==> src/rtl/frame_wr_ctrl.sv <==
// frame_wr_ctrl: write side of the frame buffer.
//
// Takes a 64-bit video stream (tuser = start of frame, tlast = end of line) and writes
// every line into one of FRAMES_AMOUNT rotating buffers as fixed-length AXI4 INCR bursts.
// After the last write response of a frame it pulses wr_done_stb_o. It also tracks the
// reader's rd_done_stb_i so a buffer still in use is never overwritten.
//
// Ports:
//   clk_i, rst_n_i         clock, asynchronous active-low reset
//   video_*                AXI4-Stream slave (tdata 64, tuser, tlast, tvalid/tready)
//   mem_aw*, mem_w*, mem_b* AXI4 write channels (master)
//   mem_arvalid_o, mem_rready_o  read channels, tied inactive
//   wr_done_stb_o          pulse: frame written and fully acknowledged
//   rd_done_stb_i          pulse from reader: it finished reading a frame
//   frame_drop_o           pulse: incoming frame discarded, no free buffer
//   sync_err_o             pulse: framing error in the stream
module frame_wr_ctrl #(
  parameter int unsigned START_ADDR      = 0,
  parameter int unsigned FRAMES_AMOUNT   = 3,
  parameter int unsigned FRAME_RES_Y     = 1080,
  parameter int unsigned FRAME_RES_X     = 1920,
  parameter int unsigned ADDR_WIDTH      = 32,
  parameter int unsigned BURST_WORDS     = 16,
  parameter int unsigned MAX_OUTSTANDING = 8
) (
  input  logic                  clk_i,
  input  logic                  rst_n_i,
  input  logic [63:0]           video_tdata_i,
  input  logic                  video_tvalid_i,
  input  logic                  video_tuser_i,
  input  logic                  video_tlast_i,
  output logic                  video_tready_o,
  output logic [ADDR_WIDTH-1:0] mem_awaddr_o,
  output logic [7:0]            mem_awlen_o,
  output logic [2:0]            mem_awsize_o,
  output logic [1:0]            mem_awburst_o,
  output logic [3:0]            mem_awid_o,
  output logic                  mem_awvalid_o,
  input  logic                  mem_awready_i,
  output logic [63:0]           mem_wdata_o,
  output logic [7:0]            mem_wstrb_o,
  output logic                  mem_wlast_o,
  output logic                  mem_wvalid_o,
  input  logic                  mem_wready_i,
  input  logic                  mem_bvalid_i,
  output logic                  mem_bready_o,
  output logic                  mem_arvalid_o,
  output logic                  mem_rready_o,
  output logic                  wr_done_stb_o,
  input  logic                  rd_done_stb_i,
  output logic                  frame_drop_o,
  output logic                  sync_err_o
);

  localparam int unsigned WPL         = (FRAME_RES_X + 3) / 4;
  localparam int unsigned BPL         = WPL * 8;
  localparam int unsigned BPF         = BPL * FRAME_RES_Y;
  localparam int unsigned BURST_BYTES = BURST_WORDS * 8;
  localparam int unsigned WORD_W      = $clog2(WPL + 1);
  localparam int unsigned LINE_W      = $clog2(FRAME_RES_Y + 1);
  localparam int unsigned BEAT_W      = $clog2(BURST_WORDS + 1);
  localparam int unsigned OUT_W       = $clog2(MAX_OUTSTANDING + 1);
  localparam int unsigned IDX_W       = $clog2(FRAMES_AMOUNT + 1);

  if ((START_ADDR % 4096) != 0) begin : g_bad_start
    $error("frame_wr_ctrl: START_ADDR must be 4 KiB aligned");
  end
  if (((4096 % BURST_BYTES) != 0) || ((BPL % BURST_BYTES) != 0)) begin : g_bad_burst
    $error("frame_wr_ctrl: BURST_WORDS*8 must divide 4096 and the line size");
  end
  if (FRAMES_AMOUNT < 2) begin : g_bad_frames
    $error("frame_wr_ctrl: FRAMES_AMOUNT must be at least 2");
  end

  typedef enum logic [2:0] {StWaitSof, StAddr, StData, StFlush, StDrop, StWaitB} state_e;

  state_e                state_q, state_d;
  logic [ADDR_WIDTH-1:0] addr_q, addr_d;
  logic [ADDR_WIDTH-1:0] base_q;
  logic [IDX_W-1:0]      idx_q, avail_q;
  logic [OUT_W-1:0]      outstanding_q;
  logic [BEAT_W-1:0]     beat_q, beat_d;
  logic [WORD_W-1:0]     word_q, word_d;
  logic [LINE_W-1:0]     line_q, line_d;
  logic                  first_q, first_d;
  logic                  flush_to_drop_q, flush_to_drop_d;
  // Keeps tready low while reset is asserted.
  logic                  active_q;

  logic last_beat, last_word, last_line, sof_seen, aw_hs, wr_done;

  assign last_beat = (beat_q == BEAT_W'(BURST_WORDS - 1));
  assign last_word = (word_q == WORD_W'(WPL - 1));
  assign last_line = (line_q == LINE_W'(FRAME_RES_Y - 1));
  assign sof_seen  = video_tvalid_i && video_tuser_i;
  assign aw_hs     = mem_awvalid_o && mem_awready_i;

  assign mem_awaddr_o  = addr_q;
  assign mem_awlen_o   = 8'(BURST_WORDS - 1);
  assign mem_awsize_o  = 3'd3;
  assign mem_awburst_o = 2'b01;
  assign mem_awid_o    = 4'd0;
  assign mem_wdata_o   = video_tdata_i;
  assign mem_wlast_o   = last_beat;
  assign mem_bready_o  = 1'b1;
  assign mem_arvalid_o = 1'b0;
  assign mem_rready_o  = 1'b0;
  assign wr_done_stb_o = wr_done;

  always_comb begin
    state_d         = state_q;
    addr_d          = addr_q;
    beat_d          = beat_q;
    word_d          = word_q;
    line_d          = line_q;
    first_d         = first_q;
    flush_to_drop_d = flush_to_drop_q;
    video_tready_o  = 1'b0;
    mem_awvalid_o   = 1'b0;
    mem_wvalid_o    = 1'b0;
    mem_wstrb_o     = 8'hFF;
    wr_done         = 1'b0;
    frame_drop_o    = 1'b0;
    sync_err_o      = 1'b0;

    unique case (state_q)
      StWaitSof, StDrop: begin
        video_tready_o = active_q;
        if (active_q && sof_seen) begin
          if (avail_q == IDX_W'(FRAMES_AMOUNT)) begin
            // No free buffer: swallow the SOF beat and skip the whole frame.
            frame_drop_o = 1'b1;
            state_d      = StDrop;
          end else begin
            // Leave the SOF beat in the stream; it becomes the first W beat.
            video_tready_o = 1'b0;
            state_d        = StAddr;
            first_d        = 1'b1;
            beat_d         = '0;
            word_d         = '0;
            line_d         = '0;
            addr_d         = base_q;
          end
        end
      end

      StAddr: begin
        mem_awvalid_o = (outstanding_q != OUT_W'(MAX_OUTSTANDING));
        if (aw_hs) begin
          addr_d  = addr_q + ADDR_WIDTH'(BURST_BYTES);
          state_d = StData;
        end
      end

      StData: begin
        if (sof_seen && !first_q) begin
          // Unexpected SOF: hold the beat back for the next frame and pad this burst.
          sync_err_o      = 1'b1;
          flush_to_drop_d = 1'b0;
          state_d         = StFlush;
        end else begin
          mem_wvalid_o   = video_tvalid_i;
          video_tready_o = mem_wready_i;
          if (video_tvalid_i && mem_wready_i) begin
            first_d = 1'b0;
            beat_d  = last_beat ? '0 : beat_q + BEAT_W'(1);
            word_d  = word_q + WORD_W'(1);
            if (video_tlast_i && !last_word) begin
              sync_err_o = 1'b1;
              if (last_beat) begin
                state_d = StDrop;
              end else begin
                flush_to_drop_d = 1'b1;
                state_d         = StFlush;
              end
            end else if (!video_tlast_i && last_word) begin
              // The line's last word always closes a burst, so nothing to pad.
              sync_err_o = 1'b1;
              state_d    = StDrop;
            end else if (last_word) begin
              word_d  = '0;
              line_d  = line_q + LINE_W'(1);
              state_d = last_line ? StWaitB : StAddr;
            end else if (last_beat) begin
              state_d = StAddr;
            end
          end
        end
      end

      StFlush: begin
        mem_wvalid_o = 1'b1;
        mem_wstrb_o  = 8'h00;
        if (mem_wready_i) begin
          beat_d = beat_q + BEAT_W'(1);
          if (last_beat) begin
            beat_d  = '0;
            state_d = flush_to_drop_q ? StDrop : StWaitSof;
          end
        end
      end

      StWaitB: begin
        if (outstanding_q == '0) begin
          wr_done = 1'b1;
          state_d = StWaitSof;
        end
      end

      default: state_d = StWaitSof;
    endcase
  end

  always_ff @(posedge clk_i or negedge rst_n_i) begin
    if (!rst_n_i) begin
      state_q         <= StWaitSof;
      addr_q          <= ADDR_WIDTH'(START_ADDR);
      base_q          <= ADDR_WIDTH'(START_ADDR);
      idx_q           <= '0;
      avail_q         <= '0;
      outstanding_q   <= '0;
      beat_q          <= '0;
      word_q          <= '0;
      line_q          <= '0;
      first_q         <= 1'b0;
      flush_to_drop_q <= 1'b0;
      active_q        <= 1'b0;
    end else begin
      state_q         <= state_d;
      addr_q          <= addr_d;
      beat_q          <= beat_d;
      word_q          <= word_d;
      line_q          <= line_d;
      first_q         <= first_d;
      flush_to_drop_q <= flush_to_drop_d;
      active_q        <= 1'b1;

      if (wr_done) begin
        if (idx_q == IDX_W'(FRAMES_AMOUNT - 1)) begin
          idx_q  <= '0;
          base_q <= ADDR_WIDTH'(START_ADDR);
        end else begin
          idx_q  <= idx_q + IDX_W'(1);
          base_q <= base_q + ADDR_WIDTH'(BPF);
        end
      end

      // The reader always keeps its last frame, so the count never drops below 1.
      if (wr_done && !rd_done_stb_i) begin
        avail_q <= avail_q + IDX_W'(1);
      end else if (!wr_done && rd_done_stb_i && (avail_q > IDX_W'(1))) begin
        avail_q <= avail_q - IDX_W'(1);
      end

      if (aw_hs && !mem_bvalid_i) begin
        outstanding_q <= outstanding_q + OUT_W'(1);
      end else if (!aw_hs && mem_bvalid_i && (outstanding_q != '0)) begin
        outstanding_q <= outstanding_q - OUT_W'(1);
      end
    end
  end

endmodule

==> config.mk <==
export PLATFORM = sky130hd
export DESIGN_NAME = frame_wr_ctrl
export DESIGN_NICKNAME = d
export VERILOG_FILES = /design/src/rtl/frame_wr_ctrl.sv
export SDC_FILE = /design/constraint.sdc
export NUM_CORES = 1
export LEC_CHECK = 0
export CORE_ASPECT_RATIO = 0.9
export CORE_MARGIN = 2
export CORE_UTILIZATION = 31
export CTS_BUF_LIST = sky130_fd_sc_hd__clkbuf_4
export CTS_CLUSTER_DIAMETER = 120
export DETAILED_ROUTE_END_ITERATION = 10
export GPL_TIMING_DRIVEN = 1
export HOLD_SLACK_MARGIN = 0.15
export PLACE_DENSITY = 0.7
export SKIP_CTS_REPAIR_TIMING = 1
export SLEW_MARGIN = 20
export SYNTH_ARGS = -nofsm -noshare
export SYNTH_HDL_FRONTEND = slang
export SYNTH_SLANG_ARGS = --single-unit
==> constraint.sdc <==
create_clock -name clk_i -period 4.18 [get_ports clk_i]
set_clock_uncertainty 0.15 [all_clocks]
set_input_delay 0.627 -clock clk_i [delete_from_list [all_inputs] [get_ports clk_i]]
set_output_delay 0.627 -clock clk_i [all_outputs]
set_load 0.1 [all_outputs]
==> results by stage <==
Run status:
- The flow ran to the end, and the final reports show no timing, DRC or antenna violations.

Placement:
- The last weighted congestion value of the routability-driven placer is 0.896.
- Summing all placed instances gives a cell area of 5800 um^2.
- The quantity of I/O buffers inserted on ports is 48.
- Detailed placement finished with a half-perimeter wire length of 9.35 mm.

Floorplanning:
- The total I/O pin count is 204.
- The area of the placeable core is 18200 um^2.
- The area of the die is 19600 um^2.
- In this run the core area contains 47 standard-cell rows.
- For this configuration, the core starts out at a cell density of 0.314.
- The vertical die dimension is 133 um.
- The floorplan step set the die width to 147 um.

Yosys:
- The most used flip-flop cell after synthesis is sky130_fd_sc_hd__dfrtp_1.
- The post-synthesis instance total is 659.
- The total number of yosys warnings is 0.
- Yosys mapped a number of flops with a built-in enable equal to 0.
- The netlist area before placement is 5730 um^2.
- The post-synthesis average cell area is 8.69 um^2.
- For this run, the register share of the synthesized area comes to 0.371.
- After synthesis the netlist holds a flip-flop and latch count of 85.
- In the synthesized netlist the async set-or-reset flop fraction comes to 1.00.
- After synthesis, the netlist uses 65 different library cells.

STA:
- Setup repair after global routing left no endpoint under its margin.
- Measured against its own limit, the worst slew margin works out to 0.262.
- The final worst-path cycle share is 0.830.
- Setup violations remaining at the end of the flow were counted as 0.
- At the pin with the least slew margin, the transition time is 1.10 ns.
- Final hold analysis gives a worst-case slack of 0.343 ns.
- The final number of max-transition violations is 0.
- The shortest period the worst path allows is 3.47 ns.
- The final sum of negative setup slack is 0 ns.
- The maximum clock frequency is 288 MHz.
- The number of hold-slack violations in the final timing report was 0.

Clocking:
- At the later pin of the worst-skew pair, clock insertion delay measures 0.46 ns.
- In this run, CTS created clock tree buffers numbering 9.
- The clock input transition at the sequential cells of the worst setup and hold paths is 0.14 ns.
- The number of sinks driven by the clock tree is 85.
- TritonCTS built the clock tree.
- The CTS H-tree depth is 3.
- The maximum buffer depth of the clock tree is 2.
- The tree is rooted in a sky130_fd_sc_hd__clkbuf_4.

Power and ir drop:
- The power share of the sequential group is 0.301.
- The part of the power in combinational logic is 0.582.
- The reported net switching power is 0.00262 W.
- The net switching fraction of the power is 0.561.
- Across the VDD grid, the largest voltage drop is 0.310 mV.
- The analysis attributes to cell leakage a power of 2.48 nW.
- The portion of total power attributed to the clock network is 0.117.
- The internal power contribution is 0.00205 W.
- The power density normalized to cell area is 783 nW/um^2.

Flow run:
- The number of max-capacitance violations reported is 0.

Worst setup path:
- The startpoint kind of the worst setup timing path is a flip-flop.
- The required time of the worst setup path is 3.40 ns.
- The setup check on the worst reg-to-reg path leaves a slack of 1.08 ns.
- The largest fanout of any net on the critical path is 6.
- The endpoint type of the worst setup path is a primary output.
- The arrival time at the worst endpoint is 2.69 ns.
- The worst setup path is of the reg2out kind.

GRT:
- The global-route usage over all layers is 0.136.
- The first global-routing pass estimated 21.7 mm of wire.
- The total overflow left after global routing is 0.
- The busiest metal layer after global routing is met2.
- The via count of the first global-routing pass is 4183.
- Entering global routing, the biggest net connects 65 pins.
- For met1 alone, demand over resource in global routing was 0.190.
- In the global route stage, met3 resource usage came out at 0.0307.
- The global-route met2 utilization is 0.205.
- The initial antenna violation count was 2.

Worst hold path:
- The min-delay analysis places its worst path in the category reg2reg.

Final layout:
- Of the cells placed in the final design, the portion with a size suffix greater than 1 is 0.0915.
- The final standard cell area without fillers is 5970 um^2.
- The fill cell total of the finished layout is 1907.
- The final layout net count is 714.
- The synthesis-to-finish area growth is 4.24%.
- The multi-input combinational cells in the finished layout cover a total of 2800 um^2.
- Across the whole layout, storage elements account for 2130 um^2.

Detailed routing:
- Dividing the detail-routed via count by the number of cells gives 5.13.
- The count of nets left with antenna violations once routing finished came out at 0.
- The mean routed wirelength per cell is 14.8 um.
- The wire length reported by the detailed router is 13.0 mm.
- The violation count after the first detailed-routing iteration is 363.
- The total number of vias is 4513.
- The DRC violation count after routing is 0.
- The number of iterations in the first detailed-routing pass is 7.
-- worst max-delay path: stages, from the launching register on --
cell and delay [ns]:
sky130_fd_sc_hd__dfrtp_1 0.44, sky130_fd_sc_hd__ha_1 0.21, sky130_fd_sc_hd__nand4b_1 0.25, sky130_fd_sc_hd__inv_1 0.20
sky130_fd_sc_hd__clkdlybuf4s50_1 1.15
-- flip-flops by register name, summed over array words and instances, names as in the netlist, 2 cells and up --
signal,count
mem_awaddr_o,25
base_q,21
line_q,11
word_q,9
beat_q,5
outstanding_q,4
state_q,3
avail_q,2
idx_q,2
-- cell usage in the layout, fill, tap and decap left out, drive strengths merged, types with 7 or more instances in the layout --
cell type,count
a21oi,23
a31oi,7
and2,7
and3,14
buf,25
clkbuf,11
clkdlybuf4s50,33
conb,28
dfrtp,85
ha,11
inv,13
nand2,49
nand3,35
nand4,7
nor2,61
nor3,26
nor4,15
o21ai,32
o22ai,7
o31ai,10
or4,8
xnor2,23
-- worst paths after layout --
kind                       startpoint              end  depth (start not counted)
setup / recovery            beat_q[0]      mem_wlast_o                          4
hold / removal              word_q[8]        word_q[8]                          1
setup reg to reg            word_q[0]        line_q[9]                          9
hold reg to reg             word_q[8]        word_q[8]                          1
max in group asynchronous     rst_n_i  mem_awaddr_o[8]                          3
min in group asynchronous     rst_n_i        word_q[2]                          2
-- area by class of cell --
cell class / instances / area share
antenna: 1 / 0.000419
timing repair buffer: 59 / 0.0884
clock buffer: 11 / 0.0138
inverter: 13 / 0.00817
sequential: 85 / 0.356
multi-input combinational: 461 / 0.469
tap: 245 / 0.0513
clock inverter: 5 / 0.0126
-- stage by stage --
step,worst slack (ns),power [W],std cells,util
6_report,0.710,0.00468,880,0.328
5_1_grt,0.572,0.00494,880,0.328
4_1_cts,0.682,0.00469,878,0.327
3_5_place_dp,0.982,0.00413,862,0.318
3_3_place_gp,1.08,0.00411,862,0.318
2_1_floorplan,0.349,0.00384,685,-
-- Yosys cell counts, types with 3 or more instances --
master,number,share of area
sky130_fd_sc_hd__and2_1,7,0.0076
sky130_fd_sc_hd__nor4_1,14,0.015
sky130_fd_sc_hd__ha_1,11,0.024
sky130_fd_sc_hd__clkbuf_1,23,0.015
sky130_fd_sc_hd__nor3_1,26,0.023
sky130_fd_sc_hd__nand4_1,7,0.0076
sky130_fd_sc_hd__nand4b_1,3,0.0046
sky130_fd_sc_hd__mux2i_1,4,0.0070
sky130_fd_sc_hd__o31ai_1,10,0.013
sky130_fd_sc_hd__nor2b_1,5,0.0055
sky130_fd_sc_hd__o21a_1,4,0.0052
sky130_fd_sc_hd__nand2_1,49,0.032
sky130_fd_sc_hd__xor2_1,3,0.0046
sky130_fd_sc_hd__a31oi_1,7,0.0076
sky130_fd_sc_hd__and3_1,14,0.015
sky130_fd_sc_hd__or3_1,4,0.0044
sky130_fd_sc_hd__and4_1,5,0.0076
sky130_fd_sc_hd__nor2_1,61,0.040
sky130_fd_sc_hd__or4_1,8,0.010
sky130_fd_sc_hd__nor3b_1,6,0.0079
sky130_fd_sc_hd__a21o_1,5,0.0066
sky130_fd_sc_hd__o21ai_0,32,0.028
sky130_fd_sc_hd__nand3_1,35,0.031
sky130_fd_sc_hd__a31o_2,3,0.0046
sky130_fd_sc_hd__a21oi_1,23,0.020
sky130_fd_sc_hd__mux2_2,5,0.0098
sky130_fd_sc_hd__buf_4,98,0.13
sky130_fd_sc_hd__a211oi_1,4,0.0052
sky130_fd_sc_hd__o22ai_1,7,0.0076
sky130_fd_sc_hd__nand2b_1,3,0.0033
sky130_fd_sc_hd__dfrtp_1,85,0.37
sky130_fd_sc_hd__o22a_1,4,0.0061
sky130_fd_sc_hd__a2bb2oi_1,3,0.0046
sky130_fd_sc_hd__inv_1,13,0.0085
sky130_fd_sc_hd__buf_2,3,0.0026
sky130_fd_sc_hd__a311oi_1,4,0.0061
sky130_fd_sc_hd__xnor2_1,23,0.035
-- kinds of logic (layout without fill, tap and decap cells) --
group                      after synthesis  count (layout)  synth area share
AOI/OAI and AO/OA                      126             126             0.151
xor gates and xnor gates                26              26            0.0397
adders and majority gates               12              12            0.0275
buffers and inverters                  139              88             0.159
DFF                                     85              85             0.371
muxes                                    9               9            0.0168
other                                    2              29           0.00131
and+or+nand+nor                        260             260             0.234
-- layer usage --
metal  part of all wire  wire length [um]  up-vias
li1                   -                 -     2178
met1               0.47              6200     2183
met2               0.45              5870      125
met3              0.053               696       25
met4              0.021               268        2
met5             0.0011                15        -
-- power groups by stage --
stage               combinational (W)  sequential [W]  clock [W]
floorplan                     0.00181         0.00203          0
global placement              0.00269         0.00142          0
detailed placement            0.00271         0.00142          0
CTS                           0.00272         0.00140   0.000558
global route                  0.00289         0.00145   0.000594
finish                        0.00272         0.00141   0.000548
Note: power is estimated with default switching activity, not from simulation.
